===== config.mk =====
export PLATFORM = sky130hd
export DESIGN_NAME = axi_wr_sched
export DESIGN_NICKNAME = d
export VERILOG_FILES = /design/src/rtl/axi_wr_sched.sv
export SDC_FILE = /design/constraint.sdc
export NUM_CORES = 1
export LEC_CHECK = 0
export CAP_MARGIN = 30
export CORE_AREA = 2 2 109 111
export CTS_BUF_LIST = sky130_fd_sc_hd__clkbuf_2
export DETAILED_ROUTE_END_ITERATION = 10
export DIE_AREA = 0 0 111 113
export GPL_TIMING_DRIVEN = 0
export PLACE_DENSITY_LB_ADDON = 0.05
export SLEW_MARGIN = 30
export SYNTH_ARGS = -nofsm -noshare
export SYNTH_HDL_FRONTEND = slang
export SYNTH_SLANG_ARGS = --single-unit
export TNS_END_PERCENT = 30

===== constraint.sdc =====
create_clock -name clk -period 2.6 [get_ports clk]
set_clock_uncertainty 0.2 [all_clocks]
set_input_delay 0.52 -clock clk [delete_from_list [all_inputs] [get_ports clk]]
set_output_delay 0.52 -clock clk [all_outputs]
set_load 0.01 [all_outputs]

===== src/rtl/axi_wr_sched.sv =====
// Two-master AXI write-path scheduler: AW arbitration, in-order W steering and B routing by ID bit.
// Define WR_SCHED_RR_EN for round-robin AW arbitration; otherwise m0 has fixed priority.
module axi_wr_sched #(
    parameter int ADDR_WIDTH = 32,
    parameter int DATA_WIDTH = 32,
    parameter int ID_WIDTH   = 4,
    parameter int WQ_DEPTH   = 4
) (
    input  logic                    clk,
    input  logic                    rst,
    input  logic [ID_WIDTH-1:0]     m0_awid,
    input  logic [ADDR_WIDTH-1:0]   m0_awaddr,
    input  logic [7:0]              m0_awlen,
    input  logic                    m0_awvalid,
    output logic                    m0_awready,
    input  logic [DATA_WIDTH-1:0]   m0_wdata,
    input  logic [DATA_WIDTH/8-1:0] m0_wstrb,
    input  logic                    m0_wlast,
    input  logic                    m0_wvalid,
    output logic                    m0_wready,
    output logic [ID_WIDTH-1:0]     m0_bid,
    output logic [1:0]              m0_bresp,
    output logic                    m0_bvalid,
    input  logic                    m0_bready,
    input  logic [ID_WIDTH-1:0]     m1_awid,
    input  logic [ADDR_WIDTH-1:0]   m1_awaddr,
    input  logic [7:0]              m1_awlen,
    input  logic                    m1_awvalid,
    output logic                    m1_awready,
    input  logic [DATA_WIDTH-1:0]   m1_wdata,
    input  logic [DATA_WIDTH/8-1:0] m1_wstrb,
    input  logic                    m1_wlast,
    input  logic                    m1_wvalid,
    output logic                    m1_wready,
    output logic [ID_WIDTH-1:0]     m1_bid,
    output logic [1:0]              m1_bresp,
    output logic                    m1_bvalid,
    input  logic                    m1_bready,
    output logic [ID_WIDTH:0]       s_awid,
    output logic [ADDR_WIDTH-1:0]   s_awaddr,
    output logic [7:0]              s_awlen,
    output logic                    s_awvalid,
    input  logic                    s_awready,
    output logic [DATA_WIDTH-1:0]   s_wdata,
    output logic [DATA_WIDTH/8-1:0] s_wstrb,
    output logic                    s_wlast,
    output logic                    s_wvalid,
    input  logic                    s_wready,
    input  logic [ID_WIDTH:0]       s_bid,
    input  logic [1:0]              s_bresp,
    input  logic                    s_bvalid,
    output logic                    s_bready
);
    localparam int PTR_W = $clog2(WQ_DEPTH);
    localparam int CNT_W = PTR_W + 1;

    logic [WQ_DEPTH-1:0] wq_q, wq_d;
    logic [PTR_W-1:0]    rd_ptr_q, rd_ptr_d, wr_ptr_q, wr_ptr_d;
    logic [CNT_W-1:0]    count_q, count_d;
    logic                aw_lock_q, aw_lock_d, lock_idx_q, lock_idx_d;
`ifdef WR_SCHED_RR_EN
    logic                rr_last_q, rr_last_d;
`endif
    logic arb_idx, grant_idx, grant_vld, wq_full, wq_empty, head_idx, w_en, aw_hs, w_pop;

    assign wq_full  = (count_q == CNT_W'(WQ_DEPTH));
    assign wq_empty = (count_q == '0);

    always_comb begin
        arb_idx = 1'b0;
        if (m0_awvalid && m1_awvalid) begin
`ifdef WR_SCHED_RR_EN
            arb_idx = ~rr_last_q;
`else
            arb_idx = 1'b0;
`endif
        end else if (m1_awvalid) begin
            arb_idx = 1'b1;
        end
        // A stalled AW keeps its grant so the presented payload cannot switch masters.
        grant_idx = aw_lock_q ? lock_idx_q : arb_idx;
        grant_vld = !rst && !wq_full && (grant_idx ? m1_awvalid : m0_awvalid);
    end

    assign s_awvalid  = grant_vld;
    assign s_awid     = {grant_idx, (grant_idx ? m1_awid : m0_awid)};
    assign s_awaddr   = grant_idx ? m1_awaddr : m0_awaddr;
    assign s_awlen    = grant_idx ? m1_awlen : m0_awlen;
    assign m0_awready = grant_vld && !grant_idx && s_awready;
    assign m1_awready = grant_vld && grant_idx && s_awready;
    assign aw_hs      = s_awvalid && s_awready;

    assign head_idx  = wq_q[rd_ptr_q];
    assign w_en      = !rst && !wq_empty;
    assign s_wvalid  = w_en && (head_idx ? m1_wvalid : m0_wvalid);
    assign s_wdata   = head_idx ? m1_wdata : m0_wdata;
    assign s_wstrb   = head_idx ? m1_wstrb : m0_wstrb;
    assign s_wlast   = head_idx ? m1_wlast : m0_wlast;
    assign m0_wready = w_en && !head_idx && s_wready;
    assign m1_wready = w_en && head_idx && s_wready;
    assign w_pop     = s_wvalid && s_wready && s_wlast;

    assign m0_bid    = s_bid[ID_WIDTH-1:0];
    assign m1_bid    = s_bid[ID_WIDTH-1:0];
    assign m0_bresp  = s_bresp;
    assign m1_bresp  = s_bresp;
    assign m0_bvalid = !rst && s_bvalid && !s_bid[ID_WIDTH];
    assign m1_bvalid = !rst && s_bvalid && s_bid[ID_WIDTH];
    assign s_bready  = !rst && (s_bid[ID_WIDTH] ? m1_bready : m0_bready);

    always_comb begin
        wq_d       = wq_q;
        wr_ptr_d   = wr_ptr_q;
        rd_ptr_d   = rd_ptr_q;
        count_d    = count_q;
        aw_lock_d  = aw_lock_q;
        lock_idx_d = lock_idx_q;
`ifdef WR_SCHED_RR_EN
        rr_last_d  = rr_last_q;
`endif
        if (aw_hs) begin
            wq_d[wr_ptr_q] = grant_idx;
            wr_ptr_d       = wr_ptr_q + PTR_W'(1);
            aw_lock_d      = 1'b0;
`ifdef WR_SCHED_RR_EN
            rr_last_d      = grant_idx;
`endif
        end else if (s_awvalid) begin
            aw_lock_d  = 1'b1;
            lock_idx_d = grant_idx;
        end
        if (w_pop) begin
            rd_ptr_d = rd_ptr_q + PTR_W'(1);
        end
        unique case ({aw_hs, w_pop})
            2'b10:   count_d = count_q + CNT_W'(1);
            2'b01:   count_d = count_q - CNT_W'(1);
            default: count_d = count_q;
        endcase
    end

    always_ff @(posedge clk) begin
        if (rst) begin
            wq_q       <= '0;
            wr_ptr_q   <= '0;
            rd_ptr_q   <= '0;
            count_q    <= '0;
            aw_lock_q  <= 1'b0;
            lock_idx_q <= 1'b0;
`ifdef WR_SCHED_RR_EN
            rr_last_q  <= 1'b1;
`endif
        end else begin
            wq_q       <= wq_d;
            wr_ptr_q   <= wr_ptr_d;
            rd_ptr_q   <= rd_ptr_d;
            count_q    <= count_d;
            aw_lock_q  <= aw_lock_d;
            lock_idx_q <= lock_idx_d;
`ifdef WR_SCHED_RR_EN
            rr_last_q  <= rr_last_d;
`endif
        end
    end
endmodule


==> run_results.csv <==
group,metric,value,unit
worst_setup_path,cp_common_cell,"buf_6",
timing,relSlewSlack,0.579,
place,place_ws,-850,ps
global_routing,antenna_found_initial,1,
timing,holdWs,311,ps
yosys,netlist.area_leader.share,0.499,
power_and_ir_drop,p_per_area,246,mW/mm²
job,drv_cap,0,
timing,rsz0062_at_grt,"yes",
cts,clkTransAtPathRegs,130,ps
drt,wl_per_cell,16.8,µm
yosys,synthCells,188,
drt,dr.pass1.iters,3,
timing,setup_viol,35,
global_routing,grt.total_usage,0.155,
drt,drcViolationCount,0,
hold_path,hold_class,"reg -> reg",
cts,cts_buffer_depth,2,
die,die_area,0.0125,mm²
yosys,seq_area_frac_synth,0.142,
place,globalplace.congestion,0.810,
die,core_area,0.0113,mm²
power_and_ir_drop,p_total,1.24,mW
worst_setup_path,critPathSlowestCell,"mux4_2",
timing,fin_crit,2810,ps
global_routing,grt_max_degree,11,
timing,maxSlewViolCount,0,
drt,drt_iter0_markers,28,
die,pin_count,283,
worst_setup_path,critPathMaxFanout,6,
cts,cts_tree,"done",
cts,clock-sinks,13,
drt,vias,2612,
die,die_height,113,µm
worst_setup_path,crit_chain,"mux4_2 > buf_6 > buf_12 > buf_8 > buf_6 > mux2_4 > buf_6",
global_routing,grt-ovfl-total,0,
worst_setup_path,crit_family,"multiplexers",
die,start_util,0.162,
worst_setup_path,worstPathArrival,2090,ps
yosys,ys_ff_latch,13,
yosys,synth.largest_area_cell,"mux2_2",
yosys,yosys_warnings,0,
timing,layout_setup_ws,-212,ps
drt,avgViaCountPerCell,4.11,
global_routing,first_global_vias,2678,
timing,fmax,0.356,GHz
timing,post-route-period-util,1.08,
cts,cts-buffers-inserted,3,
drt,routed_wirelength,10700,µm
cts,clk_latency,270,ps
worst_setup_path,cp-end-kind,"output port",
yosys,syn_nets,374,
yosys,yosys-top-cells-area,"mux2_2 (50%), dfxtp_1 (14%), buf_4 (5.7%)",
power_and_ir_drop,vdd_drop_max,0.000104,V
drt,detail-route-antenna-nets,0,
place,io_buffer_count,276,
run_status,status,"finished with violations",
run_status,violations,"negative setup slack",
worst_setup_path,slowest_delay,530,ps
finish,drive_gt1_frac,0.447,
power_and_ir_drop,p_leak,2.10,nW
cts,cts_root_buf,"clkbuf_2",
cts,hold_buffers,0,
place,postPlaceCellArea,0.00479,mm²
finish,final_cell_area,0.00503,mm²
timing,finalHoldViolCount,0,
die,die_x,111,µm
place,dpl.hpwl,9120,µm
yosys,syn_area_per_cell,9.72,µm²
yosys,yosysUniqueCellTypes,31,
finish,fin_nets,679,
finish,area.growth.synth_to_final,175,%
worst_setup_path,path_buf_inv,5,
cts,htreeDepth,1,
worst_setup_path,crit_path_start_kind,"flip-flop",
worst_setup_path,required,1880,ps
place,place_inst,607,
yosys,syn_area,0.00183,mm²
die,num_rows,39,
worst_setup_path,path_class,"reg -> out",
timing,worst_pin_slew,630,ps
finish,finalNonFillerCells,636,
global_routing,grt_pass1_wl,15300,µm
-- per-layer routing --
| layer | GRT usage | wire length [µm] |
|---|---|---|
| met3 | 0.0311 | 692 |
| met1 | 0.162 | 3710 |
| met4 | 0.0383 | 227 |
| met2 | 0.316 | 6040 |
| met5 | 0 | 0 |
-- flip-flops by register name, summed over array words and instances (netlist names) --
signal,count
wq_q,4
count_q,3
rd_ptr_q,2
wr_ptr_q,2
aw_lock_q,1
lock_idx_q,1
-- stage by stage --
stage / TNS, ps / util
2_1_floorplan: -82.0 / -
3_3_place_gp: -43150 / 0.425
3_5_place_dp: -44400 / 0.425
4_1_cts: -2970 / 0.439
5_1_grt: -8350 / 0.446
6_report: -4960 / 0.446
-- power breakdown --
part | internal [mW] | leakage, nW | switching (mW) | total (mW)
combinational | 0.612 | 1.97 | 0.303 | 0.914
clock | 0.0408 | 0.0166 | 0.0647 | 0.105
sequential | 0.208 | 0.107 | 0.00836 | 0.216
-- cells in the mapped netlist, drive strengths merged --
master   count
mux2        82
o311ai       1
fa           1
ha           5
a2111oi      1
xor2         2
o41ai        1
nor2        13
xnor2        1
nand2        4
inv         10
a211oi       1
a22oi        1
buf         23
nor2b        1
a311oi       5
nor3b        2
nor3         1
a21oi        7
or3          2
dfxtp       13
and3         1
clkbuf       1
nand3        1
o21ai        1
mux2i        5
mux4         1
o21bai       1
-- worst paths after layout --
check,from,end,slack (ps),depth (start not counted)
max reg2reg,rd_ptr_q[0],count_q[2],-200,10
max,rd_ptr_q[0],s_wdata[26],-210,7
min,rd_ptr_q[1],rd_ptr_q[1],310,1
min reg2reg,rd_ptr_q[1],rd_ptr_q[1],310,1
-- area by class of cell --
class                   instances  area [µm²]
fillers                      1119        6240
repair buffers                300        2860
multi-input cells             141        1420
flip-flops and latches         13         265
plain buffers                  24         245
well taps                     143         179
inverters                      10        37.5
clock buffers                   4        20.0
diodes                          1        2.50
-- placed cells by master, fill, tap and decap left out, drive strengths merged, types with 2 or more instances in the layout --
cell type,instances
clkdlybuf4s50,185
buf,101
mux2,82
clkbuf,23
clkdlybuf4s15,15
nor2,13
dfxtp,13
inv,10
a21oi,7
a311oi,5
mux2i,5
ha,5
nand2,4
or3,2
nor3b,2
xor2,2
dlygate4sd2,2
-- repair_timing --
item / 4_1_cts / 5_1_grt
cloned: 1 / 0
resized for setup: 318 / 84
pin swaps: 4 / 1
endpoints found under the setup margin: 93 / 88
setup buffers: 17 / 6
-- cell families (layout without fill, tap and decap cells) --
kind of cell | after synthesis | in the layout | synth area share
AND/OR/NAND/NOR | 25 | 25 | 0.0636
adder cells (fa/ha/maj) | 6 | 6 | 0.0452
buffers and inverters | 34 | 338 | 0.105
XOR/XNOR | 3 | 3 | 0.0144
flip-flops | 13 | 13 | 0.142
AO/OA/AOI/OAI | 19 | 19 | 0.0828
multiplexers | 88 | 88 | 0.547
other | 0 | 1 | 0
(Power assumes the default switching activity.)
